[src/rtl/sim_jtag_bitbang.sv]
// -----------------------------------------------------------------------------
// sim_jtag_bitbang
//
// Multi-channel JTAG bit-bang driver for simulation harnesses. A host-side
// agent sends one pin command per tick over a valid/ready port. The block
// applies the pins to one of CHANNELS JTAG ports and holds them for
// TICK_DELAY+1 cycles. It can also sample TDO into a first-word-fall-through
// response FIFO.
//
// Ports
//   clock_i, reset_i        clock; asynchronous active-high reset
//   enable_i                level; gates command acceptance, freezes the hold
//   init_done_i             pulse or level, remembered internally
//   cmd_valid_i/cmd_ready_o command handshake
//   cmd_chan_i              target channel
//   cmd_tck/tms/tdi/trstn_i pin values to apply
//   cmd_sample_i            capture TDO at the end of the hold
//   cmd_exit_i              command is an exit request (pin fields ignored)
//   cmd_exit_code_i         exit value, used only for exit requests
//   rsp_valid_o/rsp_ready_i response pop handshake
//   rsp_tdo_o, rsp_chan_o   head entry: sampled TDO bit and its channel
//   rsp_count_o             FIFO occupancy
//   jtag_TCK/TMS/TDI/TRSTn_o per-channel registered pins
//   jtag_TDO_data_i/_driven_i per-channel TDO value and driven flag
//   exit_o                  sticky exit code, 0 while running
// -----------------------------------------------------------------------------
module sim_jtag_bitbang #(
    parameter int          CHANNELS   = 2,
    parameter int          TICK_DELAY = 50,
    parameter int          RSP_DEPTH  = 8,
    parameter logic [15:0] LFSR_SEED  = 16'hACE1,
    localparam int         CW         = (CHANNELS > 1) ? $clog2(CHANNELS) : 1,
    localparam int         RCW        = $clog2(RSP_DEPTH + 1)
) (
    input  logic                clock_i,
    input  logic                reset_i,
    input  logic                enable_i,
    input  logic                init_done_i,
    input  logic                cmd_valid_i,
    output logic                cmd_ready_o,
    input  logic [CW-1:0]       cmd_chan_i,
    input  logic                cmd_tck_i,
    input  logic                cmd_tms_i,
    input  logic                cmd_tdi_i,
    input  logic                cmd_trstn_i,
    input  logic                cmd_sample_i,
    input  logic                cmd_exit_i,
    input  logic [31:0]         cmd_exit_code_i,
    output logic                rsp_valid_o,
    input  logic                rsp_ready_i,
    output logic                rsp_tdo_o,
    output logic [CW-1:0]       rsp_chan_o,
    output logic [RCW-1:0]      rsp_count_o,
    output logic [CHANNELS-1:0] jtag_TCK_o,
    output logic [CHANNELS-1:0] jtag_TMS_o,
    output logic [CHANNELS-1:0] jtag_TDI_o,
    output logic [CHANNELS-1:0] jtag_TRSTn_o,
    input  logic [CHANNELS-1:0] jtag_TDO_data_i,
    input  logic [CHANNELS-1:0] jtag_TDO_driven_i,
    output logic [31:0]         exit_o
);

    localparam int HW   = (TICK_DELAY > 0) ? $clog2(TICK_DELAY + 1) : 1;
    localparam int PW   = $clog2(RSP_DEPTH);
    localparam int NPAD = 1 << CW;
    localparam int EW   = CW + 1;

    typedef enum logic [0:0] {
        ST_IDLE = 1'b0,
        ST_HOLD = 1'b1
    } state_t;

    state_t          state_q, state_d;
    logic            init_q;
    logic [31:0]     exit_q;
    logic [15:0]     lfsr_q;
    logic            lfsr_fb;
    logic [HW-1:0]   hold_cnt_q;
    logic [CW-1:0]   chan_q;
    logic            sample_q;

    logic            cmd_ready;
    logic            accept;
    logic            accept_pins;
    logic            accept_exit;
    logic            hold_done;
    logic            push;
    logic            pop;
    logic            fifo_full;

    logic [NPAD-1:0] tdo_pad;
    logic            tdo_sample;

    logic [EW-1:0]   fifo_mem [RSP_DEPTH];
    logic [PW-1:0]   wr_ptr_q, rd_ptr_q;
    logic [RCW-1:0]  count_q;

    // 16-bit Fibonacci LFSR, taps 16,14,13,11, shifting right.
    assign lfsr_fb = lfsr_q[0] ^ lfsr_q[2] ^ lfsr_q[3] ^ lfsr_q[5];

    assign pop       = (count_q != '0) & rsp_ready_i;
    assign fifo_full = (count_q == RCW'(RSP_DEPTH));

    // ---------------------------------------------------------------- FSM
    always_ff @(posedge clock_i or posedge reset_i) begin
        if (reset_i) begin
            state_q <= ST_IDLE;
        end else begin
            state_q <= state_d;
        end
    end

    always_comb begin
        state_d = state_q;
        case (state_q)
            ST_IDLE: if (accept_pins) state_d = ST_HOLD;
            ST_HOLD: if (hold_done)   state_d = ST_IDLE;
            default: state_d = ST_IDLE;
        endcase
    end

    // A full FIFO keeps the FSM in HOLD. TDO is re-sampled every cycle until
    // a slot frees up. A same-cycle pop counts as a free slot.
    always_comb begin
        cmd_ready = 1'b0;
        hold_done = 1'b0;
        push      = 1'b0;
        case (state_q)
            ST_IDLE: cmd_ready = enable_i & init_q & (exit_q == 32'd0);
            ST_HOLD: begin
                if (enable_i && (hold_cnt_q == '0)) begin
                    if (!sample_q) begin
                        hold_done = 1'b1;
                    end else if (!fifo_full || pop) begin
                        push      = 1'b1;
                        hold_done = 1'b1;
                    end
                end
            end
            default: ;
        endcase
    end

    assign accept      = cmd_ready & cmd_valid_i;
    assign accept_pins = accept & ~cmd_exit_i;
    assign accept_exit = accept & cmd_exit_i & (cmd_exit_code_i != 32'd0);

    // ----------------------------------------------------- control state
    always_ff @(posedge clock_i or posedge reset_i) begin
        if (reset_i) begin
            init_q     <= 1'b0;
            exit_q     <= 32'd0;
            lfsr_q     <= LFSR_SEED;
            hold_cnt_q <= '0;
            chan_q     <= '0;
            sample_q   <= 1'b0;
        end else begin
            init_q <= init_q | init_done_i;
            lfsr_q <= {lfsr_fb, lfsr_q[15:1]};
            if (accept_exit) begin
                exit_q <= cmd_exit_code_i;
            end
            if (accept_pins) begin
                hold_cnt_q <= HW'(TICK_DELAY);
                chan_q     <= cmd_chan_i;
                sample_q   <= cmd_sample_i;
            end else if ((state_q == ST_HOLD) && enable_i && (hold_cnt_q != '0)) begin
                hold_cnt_q <= hold_cnt_q - HW'(1);
            end
        end
    end

    // ------------------------------------------------ per-channel pins
    // Out-of-range channel numbers match no channel, so no pins change.
    for (genvar gi = 0; gi < CHANNELS; gi++) begin : g_chan
        logic tck_q, tms_q, tdi_q, trstn_q;

        always_ff @(posedge clock_i or posedge reset_i) begin
            if (reset_i) begin
                tck_q   <= 1'b0;
                tms_q   <= 1'b0;
                tdi_q   <= 1'b0;
                trstn_q <= 1'b0;
            end else if (accept_pins && (cmd_chan_i == CW'(gi))) begin
                tck_q   <= cmd_tck_i;
                tms_q   <= cmd_tms_i;
                tdi_q   <= cmd_tdi_i;
                trstn_q <= cmd_trstn_i;
            end
        end

        assign jtag_TCK_o[gi]   = tck_q;
        assign jtag_TMS_o[gi]   = tms_q;
        assign jtag_TDI_o[gi]   = tdi_q;
        assign jtag_TRSTn_o[gi] = trstn_q;
    end

    // TDO source per channel index. The vector is padded to the full
    // channel-number range, so unused numbers sample as 0.
    for (genvar gi = 0; gi < NPAD; gi++) begin : g_tdo
        if (gi < CHANNELS) begin : g_real
            assign tdo_pad[gi] = jtag_TDO_driven_i[gi] ? jtag_TDO_data_i[gi] : lfsr_q[0];
        end else begin : g_none
            assign tdo_pad[gi] = 1'b0;
        end
    end

    assign tdo_sample = tdo_pad[chan_q];

    // ------------------------------------------------- response FIFO
    always_ff @(posedge clock_i) begin
        if (push) begin
            fifo_mem[wr_ptr_q] <= {tdo_sample, chan_q};
        end
    end

    always_ff @(posedge clock_i or posedge reset_i) begin
        if (reset_i) begin
            wr_ptr_q <= '0;
            rd_ptr_q <= '0;
            count_q  <= '0;
        end else begin
            if (push) wr_ptr_q <= wr_ptr_q + PW'(1);
            if (pop)  rd_ptr_q <= rd_ptr_q + PW'(1);
            case ({push, pop})
                2'b10:   count_q <= count_q + RCW'(1);
                2'b01:   count_q <= count_q - RCW'(1);
                default: count_q <= count_q;
            endcase
        end
    end

    assign rsp_valid_o = (count_q != '0);
    assign rsp_tdo_o   = fifo_mem[rd_ptr_q][CW];
    assign rsp_chan_o  = fifo_mem[rd_ptr_q][CW-1:0];
    assign rsp_count_o = count_q;
    assign cmd_ready_o = cmd_ready;
    assign exit_o      = exit_q;

endmodule

[config.mk]
export PLATFORM = sky130hd
export DESIGN_NAME = sim_jtag_bitbang
export DESIGN_NICKNAME = d
export VERILOG_FILES = /design/src/rtl/sim_jtag_bitbang.sv
export SDC_FILE = /design/constraint.sdc
export NUM_CORES = 1
export LEC_CHECK = 0
export ABC_AREA = 0
export CAP_MARGIN = 20
export CORE_MARGIN = 3
export CORE_UTILIZATION = 49
export CTS_CLUSTER_DIAMETER = 200
export DETAILED_ROUTE_END_ITERATION = 16
export HOLD_SLACK_MARGIN = 0.02
export PLACE_DENSITY_LB_ADDON = 0.05
export SLEW_MARGIN = 10
export SYNTH_ARGS = -nofsm -noshare
export SYNTH_HDL_FRONTEND = slang
export SYNTH_SLANG_ARGS = --single-unit
[constraint.sdc]
create_clock -name clock_i -period 3 [get_ports clock_i]
set_clock_uncertainty 0.1 [all_clocks]
set_input_delay 0.3 -clock clock_i [delete_from_list [all_inputs] [get_ports clock_i]]
set_output_delay 0.3 -clock clock_i [all_outputs]
set_load 0.01 [all_outputs]
==> results_dict.tcl <==
set metrics [dict create \
    final_common_cell "clkdlybuf4s50_1" \
    grt_pass1_wl_mm 12.39 \
    antenna_left 0 \
    worstPathMaxFanout 5 \
    synth_area_leaders "dfrtp_1, edfxtp_1, a21o_1, dfstp_2, mux2_2" \
    synth_top_family_by_area "simple AND/OR/NAND/NOR gates" \
    synth-compound-area-share_pct 9.362 \
    clock_sinks 92 \
    dieArea_um2 8896 \
    yosys_warnings 0 \
    tns_ps 0 \
    drt_wl_total_mm 7.448 \
    vias 2399 \
    ys_ff_latch 92 \
    cts_tree "built" \
    cts.hold.buffers_added 0 \
    port_buffers 96 \
    syn_inst 266 \
    dieHeight_um 94.32 \
    slew_headroom_pct 55.17 \
    wire_per_inst_um 15.81 \
    max_slew.worst_pin.slew_ps 669.4 \
    core_um2 7408 \
    powerDensity_nw_per_um2 827.2 \
    synth_edf_count 16 \
    start_kind "register" \
    avgSynthCellArea_um2 14.37 \
    critPathCaptureType "output port" \
    post-cts-setup-buffers 0 \
    core.rowCount 31 \
    async_flop_share_pct 82.61 \
    place_congestion 0.7654 \
    syn_to_final_growth_pct 32.96 \
    grt.total_usage_pct 18.21 \
    diodes 0 \
    yosys.area.top_type "dfrtp_1" \
    min_period_ps 2772 \
    hold_violations 0 \
    clock.fmax_mhz 360.8 \
    initial_utilization_pct 51.60 \
    reg2reg_depth 10 \
    synthMuxAreaShare_pct 7.169 \
    final_cell_count_no_fill 471 \
    cts.root.buffer_cell "clkbuf_8" \
    synth_top_area_share_pct 44.52 \
    min-delay-path-class "in -> async" \
    cts.repair.resized 0 \
    dpl.hpwl_mm 5.469 \
    rsz0062_at_grt "false" \
    drc 0 \
    synth-simple-area-share_pct 11.85 \
    numCtsBuffers 9 \
    synth_nets 322 \
    fin_nets 423 \
    worstPathRequired_ps 2600 \
    status "completed" \
    htree_levels 3 \
    crit_type "reg -> out" \
    yosysSeqAreaShare_pct 62.59 \
    antenna_found_initial 0 \
    io-pin-count 97 \
    clk_latency_ps 350 \
    finalSetupViolCount 0 \
    via_per_inst 5.093 \
    ir_worst_vdd_mv 0.4817 \
    maxCapViolations 0 \
    post-route-period-util_pct 92.39 \
    cts.clk_slew.worst_paths_ps 90 \
    final_cell_mix "clkdlybuf4s50_1, dfrtp_1, a21o_1" \
    first_iter_violations 77 \
    drive_above_1_share_pct 16.13 \
    syn_area_um2 3822 \
    dp.cells 455 \
    die_w_um 94.32 \
    grt-ovfl-total 0 \
    grt_pass1_vias 2555 \
    p_leak_uw 0.002367 \
    synth_xor_area_share_pct 3.895 \
    slew_viol_final 0 \
    drt_pass1_iterations 4 \
    clock_path_buffers 2 \
    arrival_ps 2370 \
    synthFlopType "dfrtp_1" \
    grt_max_degree 54 \
    synth-adder-area-share_pct 2.291 \
    yosys.cell_types.count 42 \
]
==> sequential cells by signal, summed over array words and instances (netlist names) <==
| name | cells |
|---|---|
| g_chan.trstn_q | 2 |
| g_chan.tms_q | 2 |
| fifo_mem | 16 |
| chan_q | 1 |
| rd_ptr_q | 3 |
| rsp_count_o | 4 |
| hold_cnt_q | 6 |
| state_q | 1 |
| sample_q | 1 |
| exit_o | 32 |
| lfsr_q | 16 |
| g_chan.tck_q | 2 |
| g_chan.tdi_q | 2 |
| wr_ptr_q | 3 |
| init_q | 1 |
==> path summary, 6_finish.rpt <==
path | start | endpoint | slack [ps]
worst max-delay path | exit_o[10] | cmd_ready_o | 230
worst min-delay path | reset_i | lfsr_q[3] | 210
worst max register to register | hold_cnt_q[2] | rsp_count_o[2] | 290
worst min register to register | lfsr_q[11] | lfsr_q[10] | 250
max in group asynchronous | reset_i | lfsr_q[13] | 1850
min in group clock_i | lfsr_q[11] | lfsr_q[10] | 250
==> power breakdown <==
group	switching (µW)	internal (µW)
Combinational	618	913
Sequential	327	1570
Clock	419	353
==> final cells by class <==
cell class	instances	area (µm²)
fillers	534	2326
clock inverters	5	35.03
repair buffers	102	1018
inverters	8	30.03
clock buffers	11	152.6
multi-input cells	154	1330
well taps	99	123.9
flip-flops and latches	92	2392
==> worst max-delay path, stage by stage (launching register included) <==
cell             delay [ps]
dfrtp_1                 430
nor4_4                  340
nand4_4                 210
or3_1                   440
inv_1                    70
clkdlybuf4s50_1         520
==> synthesized netlist by cell type (all sizes together) (2+ instances only) <==
cell type,instances
edfxtp,16
nand3b,2
nor4b,2
xor2,10
a21o,33
or3,2
dfrtp,68
nor3,6
inv,8
dfstp,8
mux4,4
nand2b,7
nor2,15
mux2,15
o211ai,2
nand3,5
o21ai,4
nand2,7
buf,11
nor2b,2
xnor2,7
ha,7
nand4,2
nor4,9
a21oi,2
==> routing by layer <==
metal / part of all wire (%) / wire length (µm) / up-vias / GRT usage [%]
met1: 41 / 3087 / 1165 / 21.75
met3: 9.4 / 700 / 8 / 9.696
met4: 1.1 / 79 / 0 / 4.813
met5: 0 / 0 / - / 0
li1: - / - / 1154 / -
met2: 48 / 3581 / 72 / 28.96
==> cells by family (layout without fill, tap and decap cells) <==
| family | after synthesis | in the layout |
|---|---|---|
| flops | 92 | 92 |
| simple gates | 64 | 64 |
| compound gates | 47 | 47 |
| buf+inv | 20 | 126 |
| mux | 19 | 19 |
| xor+xnor | 17 | 17 |
| fa+ha+maj | 7 | 7 |
==> stage by stage <==
| step | instance area, µm² | setup WS [ps] | hold WS, ps | util (%) | total power [µW] |
|---|---|---|---|---|---|
| global route | 5082 | 80.88 | 250.9 | 68.60 | 4473 |
| floorplan | 3822 | 281.2 | 231.2 | - | 2763 |
| finish | 5082 | 228.2 | 212.6 | 68.60 | 4204 |
| detailed placement | 4895 | 279.3 | 242.0 | 66.07 | 3472 |
| global placement | 4895 | 326.0 | 234.6 | 66.07 | 3436 |
| CTS | 5082 | 180.5 | 219.5 | 68.60 | 4263 |
Power figures use the tool's default switching activity.
